`src/rtl/dmem_arb_pkg.sv`:
```
`default_nettype none
// ============================================================================
// dmem_arb_pkg : shared FSM, owner and counter types for dmem_arbiter
// Rev 1.0
// ============================================================================
package dmem_arb_pkg;

  typedef enum logic [1:0] {
    ST_IDLE  = 2'd0,
    ST_ISSUE = 2'd1,
    ST_WAIT  = 2'd2
  } state_t;

  typedef enum logic {
    OWN_CPU = 1'b0,
    OWN_EXT = 1'b1
  } owner_t;

  // Wide enough to hold the largest read latency (4).
  localparam int CNT_W = 3;

endpackage
`default_nettype wire

```
`src/rtl/dmem_arb_pick.sv`:
```
`default_nettype none
// ============================================================================
// dmem_arb_pick : combinational winner select; round-robin ties with DMEM_ARB_RR_EN
// Rev 1.0
// ============================================================================
module dmem_arb_pick
  import dmem_arb_pkg::*;
(
  input  logic [1:0] reqs,        // [0] cpu, [1] ext
  input  logic       last_owner,
  output logic       winner
);

  always_comb begin
    winner = OWN_CPU;
    if (reqs == 2'b10) begin
      winner = OWN_EXT;
    end
`ifdef DMEM_ARB_RR_EN
    else if (reqs == 2'b11) begin
      winner = (last_owner == OWN_CPU) ? OWN_EXT : OWN_CPU;
    end
`endif
  end

`ifndef DMEM_ARB_RR_EN
  // Fixed-priority build ignores history.
  logic w_unused_last_owner;
  assign w_unused_last_owner = last_owner;
`endif

endmodule
`default_nettype wire

```
`src/rtl/dmem_arbiter.sv`:
```
`default_nettype none
// ============================================================================
// dmem_arbiter : CPU / external port arbiter for a single data memory
// Rev 1.0 -- define DMEM_ARB_RR_EN for round-robin tie breaking
// ============================================================================
module dmem_arbiter
  import dmem_arb_pkg::*;
#(
  parameter int ADDR_W = 32,
  parameter int DATA_W = 32,
  parameter int RD_LAT = 1
)
(
  input  logic              clk,
  input  logic              reset,
  input  logic              cpu_req,
  input  logic              cpu_we,
  input  logic [ADDR_W-1:0] cpu_addr,
  input  logic [DATA_W-1:0] cpu_wdata,
  output logic              cpu_gnt,
  output logic              cpu_rvalid,
  output logic [DATA_W-1:0] cpu_rdata,
  output logic              cpu_stall,
  input  logic              ext_req,
  input  logic              ext_we,
  input  logic [ADDR_W-1:0] ext_addr,
  input  logic [DATA_W-1:0] ext_wdata,
  output logic              ext_gnt,
  output logic              ext_rvalid,
  output logic [DATA_W-1:0] ext_rdata,
  output logic [ADDR_W-1:0] mem_addr,
  output logic [DATA_W-1:0] mem_wdata,
  output logic              mem_we,
  output logic              mem_re,
  input  logic [DATA_W-1:0] mem_rdata
);

  localparam logic [CNT_W-1:0] LAT_CNT = CNT_W'(RD_LAT);
  localparam logic [CNT_W-1:0] CNT_ONE = CNT_W'(1);

  state_t            state_q;
  owner_t            owner_q;
  owner_t            last_owner_q;
  logic [CNT_W-1:0]  cnt_q;
  logic              cpu_gnt_q;
  logic              ext_gnt_q;
  logic              cpu_rvalid_q;
  logic              ext_rvalid_q;
  logic [DATA_W-1:0] cpu_rdata_q;
  logic [DATA_W-1:0] ext_rdata_q;
  logic [ADDR_W-1:0] mem_addr_q;
  logic [DATA_W-1:0] mem_wdata_q;
  logic              mem_we_q;
  logic              mem_re_q;
  logic              winner;

  dmem_arb_pick u_pick (
    .reqs       ({ext_req, cpu_req}),
    .last_owner (last_owner_q),
    .winner     (winner)
  );

  // The winner's command is captured in IDLE, so the memory strobes and the
  // grant are flops that are live exactly for the one ISSUE cycle.
  always_ff @(posedge clk or posedge reset) begin
    if (reset) begin
      state_q      <= ST_IDLE;
      owner_q      <= OWN_CPU;
      last_owner_q <= OWN_EXT;
      cnt_q        <= '0;
      cpu_gnt_q    <= 1'b0;
      ext_gnt_q    <= 1'b0;
      cpu_rvalid_q <= 1'b0;
      ext_rvalid_q <= 1'b0;
      cpu_rdata_q  <= '0;
      ext_rdata_q  <= '0;
      mem_addr_q   <= '0;
      mem_wdata_q  <= '0;
      mem_we_q     <= 1'b0;
      mem_re_q     <= 1'b0;
    end else begin
      cpu_gnt_q    <= 1'b0;
      ext_gnt_q    <= 1'b0;
      cpu_rvalid_q <= 1'b0;
      ext_rvalid_q <= 1'b0;
      mem_we_q     <= 1'b0;
      mem_re_q     <= 1'b0;
      case (state_q)
        ST_IDLE: begin
          if (cpu_req || ext_req) begin
            owner_q <= owner_t'(winner);
            state_q <= ST_ISSUE;
            if (winner == OWN_CPU) begin
              mem_addr_q  <= cpu_addr;
              mem_wdata_q <= cpu_wdata;
              mem_we_q    <= cpu_we;
              mem_re_q    <= ~cpu_we;
              cpu_gnt_q   <= 1'b1;
            end else begin
              mem_addr_q  <= ext_addr;
              mem_wdata_q <= ext_wdata;
              mem_we_q    <= ext_we;
              mem_re_q    <= ~ext_we;
              ext_gnt_q   <= 1'b1;
            end
          end
        end
        ST_ISSUE: begin
          last_owner_q <= owner_q;
          if (mem_re_q) begin
            cnt_q   <= LAT_CNT;
            state_q <= ST_WAIT;
          end else begin
            state_q <= ST_IDLE;
          end
        end
        ST_WAIT: begin
          cnt_q <= cnt_q - CNT_ONE;
          if (cnt_q == CNT_ONE) begin
            state_q <= ST_IDLE;
            if (owner_q == OWN_CPU) begin
              cpu_rdata_q  <= mem_rdata;
              cpu_rvalid_q <= 1'b1;
            end else begin
              ext_rdata_q  <= mem_rdata;
              ext_rvalid_q <= 1'b1;
            end
          end
        end
        default: state_q <= ST_IDLE;
      endcase
    end
  end

  assign cpu_gnt    = cpu_gnt_q;
  assign ext_gnt    = ext_gnt_q;
  assign cpu_rvalid = cpu_rvalid_q;
  assign ext_rvalid = ext_rvalid_q;
  assign cpu_rdata  = cpu_rdata_q;
  assign ext_rdata  = ext_rdata_q;
  assign mem_addr   = mem_addr_q;
  assign mem_wdata  = mem_wdata_q;
  assign mem_we     = mem_we_q;
  assign mem_re     = mem_re_q;

  // A write completes on its grant, a read on its response.
  assign cpu_stall = cpu_req & ~(cpu_gnt_q & cpu_we) & ~cpu_rvalid_q;

endmodule
`default_nettype wire
```
`config.mk`:
```
export PLATFORM = sky130hd
export DESIGN_NAME = dmem_arbiter
export DESIGN_NICKNAME = d
export VERILOG_FILES = /design/src/rtl/dmem_arb_pkg.sv /design/src/rtl/dmem_arb_pick.sv /design/src/rtl/dmem_arbiter.sv
export SDC_FILE = /design/constraint.sdc
export NUM_CORES = 1
export LEC_CHECK = 0
export BUFFER_PORTS_ARGS = -buffer_cell sky130_fd_sc_hd__buf_2
export CORE_ASPECT_RATIO = 1.2
export CORE_MARGIN = 5
export CORE_UTILIZATION = 45
export CTS_CLUSTER_SIZE = 10
export DETAILED_ROUTE_END_ITERATION = 16
export PLACE_DENSITY = 0.82
export SLEW_MARGIN = 20
export SYNTH_ARGS = -nofsm -noshare
export SYNTH_HDL_FRONTEND = slang
export SYNTH_HIERARCHICAL = 1
export SYNTH_SLANG_ARGS = --single-unit
```
`constraint.sdc`:
```
create_clock -name clk -period 4.84 [get_ports clk]
set_input_delay 0 -clock clk [delete_from_list [all_inputs] [get_ports clk]]
set_output_delay 0 -clock clk [all_outputs]
set_load 0.1 [all_outputs]
```
; After elaboration in Yosys (flattened, before gate mapping)
; Index checks and enable logic that the tools add are counted.
[totals]
reg_bits = 140
input_bits = 166
output_inout_bits = 135
word_cells = 64
[op_classes]
add_sub_neg = 1
n_eq_ne = 7
n_mux = 27
bitwise = 8
n_reduce_logical = 8
[op_table]
columns = cell, n
row1 = 2-to-1 mux 32 bit, 2
row2 = 2-to-1 mux 1 bit, 19
row3 = 2-to-1 mux 2 bit, 3
row4 = != test 2 bit (second input constant), 3
row5 = case mux 2 bit (3 select lines), 1
row6 = case mux 3 bit (2 select lines), 1
row7 = AND reduction 2 bit, 3
row8 = AND reduction 3 bit, 2
row9 = NOT 1 bit, 5
row10 = equality test 2 bit (second input constant), 2
row11 = bitwise AND 1 bit, 3
row12 = equality test 3 x 1 -> 1 bit (second input constant), 1
row13 = 2-to-1 mux 3 bit, 1
row14 = subtractor 3 x 1 -> 3 bit (second input constant), 1
row15 = equality test 2 x 1 -> 1 bit (second input constant), 1
row16 = zero test 2 bit, 1
row17 = nonzero test 2 bit, 1
row18 = logical OR 1 bit, 1

; Depth between registers and ports, before layout
; Gate-level depths: netlist (run 1).
[depth]
depth_word = 5
ltp_mapped = 7
mapped_depth_nobuf = 5

; Cells and area by module
; The synthesis (run 1) kept the hierarchy.
[by_module_without_submodules]
columns = mod, n_inst, cells_per_inst, area_each_um2, seq_area_each_um2
row1 = dmem_arbiter, 1, 391, 6228.5, 3529.6
row2 = dmem_arb_pick, 1, 1, 13.8, 0.0

; Worst setup path before layout (run 1)
; OpenSTA, ideal clock, no wires.
[synth_timing]
kind = reg2out
startpoint = register cpu_rvalid_q (netlist: cpu_rvalid)
endpoint = output cpu_stall
arrival_ps = 3092
t_required_ps = 4840
setup_slack_ps = 1748
stages_incl_launch_ff = 2
path_buffers = 0
path_cell_list = dfrtp_1 -> a211oi_1
[synth_between]
elab_chain_len = 2
[synth_rtl]
columns = element, line
row1 = from (decl), dmem_arbiter.sv:47  ; logic cpu_rvalid_q;
row2 = from (signal assigned), dmem_arbiter.sv:73  ; cpu_rvalid_q <= 1'b0;
row3 = from (signal assigned), dmem_arbiter.sv:84  ; cpu_rvalid_q <= 1'b0;
row4 = from (signal assigned), dmem_arbiter.sv:123  ; cpu_rvalid_q <= 1'b1;
row5 = NOT 1 bit, dmem_arbiter.sv:147  ; assign cpu_stall = cpu_req & ~(cpu_gnt_q & cpu_we) & ~cpu_rvalid_q;
row6 = bitwise AND 1 bit, dmem_arbiter.sv:147
row7 = to (decl), dmem_arbiter.sv:23  ; output logic cpu_stall,
; Every way passes these cells.

; Worst setup path in the final report (run 1)
[layout_timing]
startpoint = input ext_req
endpoint = register mem_addr_q[21] (netlist: mem_addr[21])
[layout_between]
elab_chain_len = 3
[layout_rtl]
columns = element, line
row1 = from (decl), dmem_arbiter.sv:24  ; input logic ext_req,
row2 = equality test 2 bit, dmem_arb_pick.sv:16  ; if (reqs == 2'b10) begin
row3 = 2-to-1 mux 1 bit, dmem_arb_pick.sv:16
row4 = via winner, dmem_arbiter.sv:55  ; logic winner;
row5 = 2-to-1 mux 32 bit, dmem_arbiter.sv:93  ; if (winner == OWN_CPU) begin
row6 = to (signal assigned), dmem_arbiter.sv:94  ; mem_addr_q <= cpu_addr;
row7 = to (signal assigned), dmem_arbiter.sv:100  ; mem_addr_q <= ext_addr;
row8 = to (decl), dmem_arbiter.sv:51  ; logic [ADDR_W-1:0] mem_addr_q;
; The timed path passes the listed nets, and every way through them passes these cells.
; A chain may end at the register's enable or synchronous reset.

==> results of run 1 <==
==> metal layers <==
metal | up-vias | routed length [µm] | track usage
met5 | - | 0 | 0
met4 | 0 | 887 | 0.131
met3 | 64 | 1060 | 0.0602
met2 | 211 | 11700 | 0.470
met1 | 2552 | 7030 | 0.255
li1 | 2319 | - | -
==> area by class of cell <==
class / instances / area (µm²)
antenna: 4 / 10.0
clock buffer: 21 / 470
clock inverter: 10 / 138
fill: 820 / 3600
inverter: 8 / 35.0
multi-input combinational: 217 / 2480
sequential: 140 / 3500
tap: 171 / 214
timing repair buffer: 470 / 3200
==> critical path: cells and delay by family <==
family                 cells  cell delay [ns]
multiplexers               2             0.71
buffers and inverters      4             1.86
AND/OR/NAND/NOR            1             0.18
==> worst min path at each step <==
stage                                end
6_report             owner_q$_DFFE_PP0P_
5_1_grt              owner_q$_DFFE_PP0P_
4_1_cts              owner_q$_DFFE_PP0P_
3_5_place_dp   ext_rdata[31]$_DFFE_PP0P_
3_3_place_gp   ext_rdata[15]$_DFFE_PP0P_
2_1_floorplan  ext_rdata[11]$_DFFE_PP0P_
==> through the flow <==
stage                     hold slack (ns)  cell area (µm²)  setup slack (ns)
final                              0.0729            10000              2.29
after floorplan                     0.132             6200              1.09
after global placement              0.205             7750              2.64
after CTS                          0.0504            10000              2.37
after global routing               0.0637            10000              2.27
after detailed placement            0.226             7750              2.56
==> flip-flops by register name (all words and copies together), names as in the netlist <==
signal and count:
cnt_q 3, cpu_gnt 1, cpu_rdata 32, cpu_rvalid 1
ext_gnt 1, ext_rdata 32, ext_rvalid 1, mem_addr 32
mem_re 1, mem_wdata 32, mem_we 1, owner_q 1
state_q 2
==> layout by cell type (no fill, tap or decap), drive strengths merged, types with 2 or more instances in the layout <==
cell,n
nor2b,2
diode,4
buf,303
dlygate4sd3,167
o21ai,2
inv,10
clkbuf,21
clkinv,3
bufinv,3
dfrtp,140
clkinvlp,2
mux2,193
a21oi,3
nor2,3
ha,2
and2,2
==> metrics.txt, run 1 <==
critical-path cell list=dlygate4sd3_1, buf_2, nor2b_4, buf_4, mux2_2, dlygate4sd3_1, mux2_2; Num Clock Sinks=140; max_cap viols=0; vias in the first global route=6003; WP data required=a little over 5 ns; slowest CP cell=buf_4; worst path arrival time=2.84 ns; number of warnings issued by yosys=6; Placed Cells=839; row count=47; total negative slack=0 ns; endpoints failing setup=0; mapped cell area=6200 µm²; fin crit period=~2.5 ns; I/O pin count=301; 1st-iter DRT viols=221; mean area per synthesized cell=16.0 µm²; status=complete, no violations; Post-CTS Resized=0; Routed Antenna Nets=0; CP Launch Point=ext_req; first-pass GRT wire length=roughly 32000 µm; Setup Fix Bufs, Post-CTS=0; Post-Syn Instances=a little under 400; vias=5146; Crit. End Element=register; pins over their slew limit=0; worst slew pin tran=1.04 ns; final core utilization=0.736; HP Class=primary input to register; Via density=4.94; Clk Latency, worst-skew pair=0.41 ns; Initial Util=0.454; CTS Hold Bufs=167; Final Non-Filler Cells=1041; grt ovf=0; First-pass DRT Iterations=5; Area Overhead vs Synth=62.0%; Worst Setup Start Kind=primary input; Avg WL per Cell=19.9 µm; Rel. slew slack=0.306; syn_nets=around 560; Worst Min Path Start=cpu_req; Die H=between 100 and 150 µm; share of layout cells above drive strength 1=0.612; die width=117 µm; final wirelength=20700 µm; Max Root-Sink Buffers=2; nets@finish=roughly 1000; clock skew=0.00897 ns; DP HPWL=12400 µm; Core Footprint=13600 µm²; Root Driver=clkbuf_16; CTS tree=built; fin crit share=0.527; CP max stage delay=0.66 ns; die area=16200 µm²; initial antenna violation count=4; reg2reg start=cnt_q[1]$_DFFE_PP0P_; # port buffers=300; FF-to-FF path depth=5; Residual DRC=0; FMAX=slightly below 0.4 GHz; hold path depth=3; GP Congestion=0.817; unrepaired setup endpoints after global routing=false; largest net degree at the start of global routing=93; worst reg-to-reg setup slack=about 2.6 ns; total global-route track usage=0.254; CP endpoint=mem_addr[21]$_DFFE_PP0P_; worst r2r dst=cpu_rdata[25]$_DFFE_PP0P_; crit-path max FO=66; CTS Buf Count=17; final hold vios=0; Worst Setup Path Type=primary input to register; clock transition at the registers of the reported paths=0.06 ns; H-tree depth=4
Power of run 1 is left out: the tool's default activity adds up to more than one toggle a clock period on the data nets, which glitch-free logic cannot reach.
==> run 2: changes to the inputs <==
clock period = 2.5 ns   (was 4.84 ns; I/O delays follow)
==> metrics.txt, run 2 (synthesis results as in run 1) <==
worst reg-to-reg setup slack=0.51 ns (-2.08 ns); die area=16200 µm² (unchanged); grt ovf=0 (unchanged); First-pass DRT Iterations=4 (-1); GP Congestion=0.764 (-6.5%); vias=5113 (-0.64%); pre-CTS setup slack=0.641 ns (-1.92 ns); M3 GR Usage=0.0629 (+0.00262); final hold vios=0 (unchanged); WP data required=2.78 ns (-2.35 ns); nets@finish=1022 (unchanged); worst slew pin tran=0.748 ns (-0.293 ns); Rel. slew slack=0.501 (+0.195); # port buffers=300 (unchanged); final wirelength=19700 µm (-4.7%); GRT busiest layer=met2; met1 usage=0.252 (-0.00279); Worst Min Path Start=cpu_addr[9]; fin crit period=2.37 ns; initial antenna violation count=1 (-3); clock skew=0.00906 ns (+0.0000901 ns); Root Driver=clkbuf_16; most common cell after layout, fill and taps aside=buf_2; unrepaired setup endpoints after global routing=false; Routed Antenna Nets=0 (unchanged); crit-path max FO=60 (-9.1%); area of the multi-input gates=2480 µm² (+0.20%); hold path depth=3 (unchanged); cell family contributing the most delay on the critical path=buffers and inverters; slowest CP cell=dlygate4sd3_1; H-tree depth=4 (unchanged); total global-route track usage=0.237 (-0.0167); HP Class=primary input to register; Die H=139 µm (unchanged); # fillers=776 (-5.4%); share of layout cells above drive strength 1=0.617 (+0.00462); Crit. End Element=register; Max Root-Sink Buffers=2 (unchanged); first-pass GRT wire length=30200 µm (-4.5%); die width=117 µm (unchanged); PnR worst setup slack=0.132 ns (-2.16 ns); worst path arrival time=2.65 ns (-0.19 ns); Core Footprint=13600 µm² (unchanged); sequential standard cell area=3500 µm² (unchanged); reg2reg start=state_q[1]$_DFFE_PP0P_; most frequent cells in the layout=300 x buf_2, 165 x dlygate4sd3_1, 160 x mux2_2, 140 x dfrtp_1, 29 x mux2_4; Bufs and invs on worst path=4 (unchanged); largest net degree at the start of global routing=139 (+49%); DP HPWL=11500 µm (-6.8%); row count=47 (unchanged); I/O pin count=301 (unchanged); Num Clock Sinks=140 (unchanged); total negative slack=0 ns (unchanged); clock transition at the registers of the reported paths=0.06 ns (about the same); Avg WL per Cell=19.0 µm (-4.4%); 1st-iter DRT viols=216 (-2.3%); status=complete, no violations; Worst Setup Start Kind=primary input; Worst Setup Path Type=primary input to register; Via density=4.93 (-0.35%); CTS Hold Bufs=165 (-1.2%); critical-path cell list=dlygate4sd3_1, buf_2, nor2b_4, buf_12, mux2_2, dlygate4sd3_1, mux2_2; pins over their slew limit=0 (unchanged); Post-CTS Resized=0 (unchanged); met2 Usage GRT=0.423 (-0.0468); Area Overhead vs Synth=62.0% (about the same); vias in the first global route=5931 (-1.2%); FF-to-FF path depth=5 (unchanged); CTS Buf Count=17 (unchanged); endpoints failing setup=0 (unchanged); Hold EP=mem_addr[9]$_DFFE_PP0P_; CP max stage delay=0.59 ns (-0.07 ns); max_cap viols=0 (unchanged); Initial Util=0.454 (unchanged); FMAX=0.422 GHz; Setup Fix Bufs, Post-CTS=0 (unchanged); Residual DRC=0 (unchanged); Clk Latency, worst-skew pair=0.41 ns (about the same); CTS tree=built; worst r2r dst=cpu_gnt$_DFF_PP0_; fin crit share=0.947
-- run 2: area by class of cell --
type,instances,share of cell area
Timing Repair Buffer,470,0.321
Tap cell,171,0.0213
Multi-Input combinational cell,217,0.247
Sequential cell,140,0.349
Inverter,8,0.00336
Clock buffer,18,0.0437
Clock inverter,13,0.0141
Antenna cell,1,0.000249
-- run 2: layer usage --
metal	part of all wire	wire, µm
met2	0.53	10500
met4	0.042	825
met1	0.35	6900
met5	0	0
met3	0.075	1480
-- run 2: worst max path at each step --
stage	startpoint	end	cells past startpoint
2_1_floorplan	cpu_gnt$_DFF_PP0_	cpu_stall	1
3_3_place_gp	cnt_q[1]$_DFFE_PP0P_	ext_rdata[27]$_DFFE_PP0P_	5
5_1_grt	ext_req	mem_addr[17]$_DFFE_PP0P_	7
6_report	ext_req	mem_addr[17]$_DFFE_PP0P_	7
3_5_place_dp	cnt_q[1]$_DFFE_PP0P_	ext_rdata[27]$_DFFE_PP0P_	5
4_1_cts	ext_req	mem_addr[31]$_DFFE_PP0P_	7
-- run 2: per-stage QoR --
stage	util	cell area (µm²)	hold slack (ns)	std cells
global route	0.736	10000	0.00684	1038
detailed placement	0.572	7810	-0.111	841
global placement	0.572	7810	-0.109	841
CTS	0.736	10000	0.00781	1037
floorplan	-	6210	0.132	388
finish	0.736	10000	0.0152	1038
-- run 2: worst min-delay path, cell delays in order --
cell,delay (ns)
buf_2,0.10
mux2_2,0.14
mux2_2,0.15
Power of run 2 is left out for the same reason.
==> run 3: changes to the inputs <==
ABC_AREA = 1   (was default)
PLACE_DENSITY = 0.81   (was 0.82)
==> metrics.txt, run 3 <==
Post-CTS Resized=0 (unchanged); final wirelength=25400 µm (+29%); # fillers=932 (+20%); Worst Min Path Start=ext_req; number of warnings issued by yosys=6 (unchanged); FMAX=0.533 GHz (+26%); total global-route track usage=0.290 (+0.0530); share of layout cells above drive strength 1=0.273 (-0.344); total negative slack=0 ns (unchanged); CTS tree=built; Rel. slew slack=0.278 (-0.223); Clk Latency, worst-skew pair=0.42 ns (about the same); final core utilization=0.720 (-0.0164); Avg WL per Cell=17.2 µm (-9.7%); die width=120 µm (+2.6%); I/O pin count=301 (unchanged); nets@finish=1460 (+43%); worst r2r dst=ext_rdata[21]$_DFFE_PP0P_; vias=7712 (+51%); hold path depth=5 (+2); status=complete, no violations; Num Clock Sinks=140 (unchanged); reg2reg start=cnt_q[1]$_DFFE_PP0P_; Hold EP=mem_addr[8]$_DFFE_PP0P_; clock skew=0.0138 ns (+0.00469 ns); Routed Antenna Nets=0 (unchanged); mean area per synthesized cell=7.72 µm² (-52%); HP Class=primary input to register; area of the multi-input gates=2600 µm² (+4.9%); WP data required=2.85 ns (+0.07 ns); Max Root-Sink Buffers=2 (unchanged); final hold vios=0 (unchanged); Worst Setup Path Type=register to register; most frequent cells in the layout=527 x nand2_1, 300 x buf_2, 164 x dlygate4sd3_1, 140 x dfrtp_1, 38 x inv_1; fin crit period=1.88 ns (-0.491 ns); worst reg-to-reg setup slack=0.62 ns (+0.11 ns); slowest CP cell=nor2_4; Core Footprint=14400 µm² (+5.2%); Via density=5.21 (+5.9%); clock transition at the registers of the reported paths=0.07 ns (about the same); Crit. End Element=register; grt ovf=0 (unchanged); Worst Setup Start Kind=register; row count=48 (+2.1%); critical-path cell list=inv_1, ha_1, buf_4, nand3_2, nor2_4, nand2_1, nand2_1; syn_nets=1017 (+83%); FF-to-FF path depth=7 (+2); initial antenna violation count=0 (-1); crit-path max FO=33 (-45%); largest net degree at the start of global routing=141 (+1.4%); CP max stage delay=0.63 ns (+0.04 ns); mapped cell area=6550 µm² (+5.7%); Die H=142 µm (+2.6%); CTS Buf Count=17 (unchanged); Bufs and invs on worst path=2 (-2); max_cap viols=0 (unchanged); worst path arrival time=2.23 ns (-0.42 ns); unrepaired setup endpoints after global routing=false; GP Congestion=0.831 (+8.7%); first-pass GRT wire length=39200 µm (+30%); fin crit share=0.751 (-0.196); DP HPWL=13800 µm (+20%); worst slew pin tran=1.08 ns (+0.333 ns); die area=17100 µm² (+5.2%); # diodes=0 (-1); Initial Util=0.456 (+0.00200); Root Driver=clkbuf_16; vias in the first global route=7931 (+34%); most frequent CP cell=nand2_1; Post-Syn Instances=849 (+120%); most common cell after layout, fill and taps aside=nand2_1; H-tree depth=4 (unchanged); Area Overhead vs Synth=57.7%; 1st-iter DRT viols=680 (+210%); cell family contributing the most delay on the critical path=simple AND/OR/NAND/NOR gates; # port buffers=300 (unchanged); First-pass DRT Iterations=5 (+1); endpoints failing setup=0 (unchanged); Residual DRC=0 (unchanged); pins over their slew limit=0 (unchanged); sequential standard cell area=3500 µm² (unchanged)
[run 3: how the worst max path moves through the flow]
stage | from | to | slack [ns] | depth (start not counted)
3_3_place_gp | cnt_q[1]$_DFFE_PP0P_ | ext_rdata[27]$_DFFE_PP0P_ | 0.73 | 7
5_1_grt | cnt_q[1]$_DFFE_PP0P_ | ext_rdata[9]$_DFFE_PP0P_ | 0.43 | 7
6_report | cnt_q[1]$_DFFE_PP0P_ | ext_rdata[21]$_DFFE_PP0P_ | 0.62 | 7
4_1_cts | cnt_q[1]$_DFFE_PP0P_ | ext_rdata[22]$_DFFE_PP0P_ | 0.65 | 7
2_1_floorplan | cpu_gnt$_DFF_PP0_ | cpu_stall | 0.31 | 3
3_5_place_dp | cnt_q[1]$_DFFE_PP0P_ | cpu_rdata[30]$_DFFE_PP0P_ | 0.68 | 6
[run 3: area by class of cell]
class / count / share of cell area
multi-input combinational: 616 / 0.252
timing repair buffer: 475 / 0.315
clock buffer: 18 / 0.0415
inverter: 42 / 0.0156
clock inverter: 13 / 0.0160
tap: 175 / 0.0212
sequential: 140 / 0.339
[run 3: timing repair]
item,CTS,global route
setup buffers,0,0
hold endpoints to repair,270,0
hold buffers,164,0
[run 3: metal layers]
layer,global-route usage,part of all wire,up-vias
met5,0,0,-
met4,0.185,0.065,0
met3,0.0763,0.092,119
met2,0.483,0.48,528
met1,0.332,0.37,3588
li1,-,-,3477
[run 3: metrics by stage]
step,cells,area (µm²),setup slack (ns),hold slack (ns)
global route,1479,10300,0.425,0.181
CTS,1479,10300,0.650,0.128
floorplan,849,6560,0.311,0.117
finish,1479,10300,0.622,0.145
detailed placement,1284,8100,0.683,0.224
global placement,1284,8100,0.726,0.221
[run 3: worst reg2reg max path, cell delays in order, from the launching register on]
cell and delay [ns]:
dfrtp_1 0.37, inv_1 0.09, ha_1 0.14, buf_4 0.21, nand3_2 0.14, nor2_4 0.63, nand2_1 0.14, nand2_1 0.11
Power of run 3 is left out for the same reason.
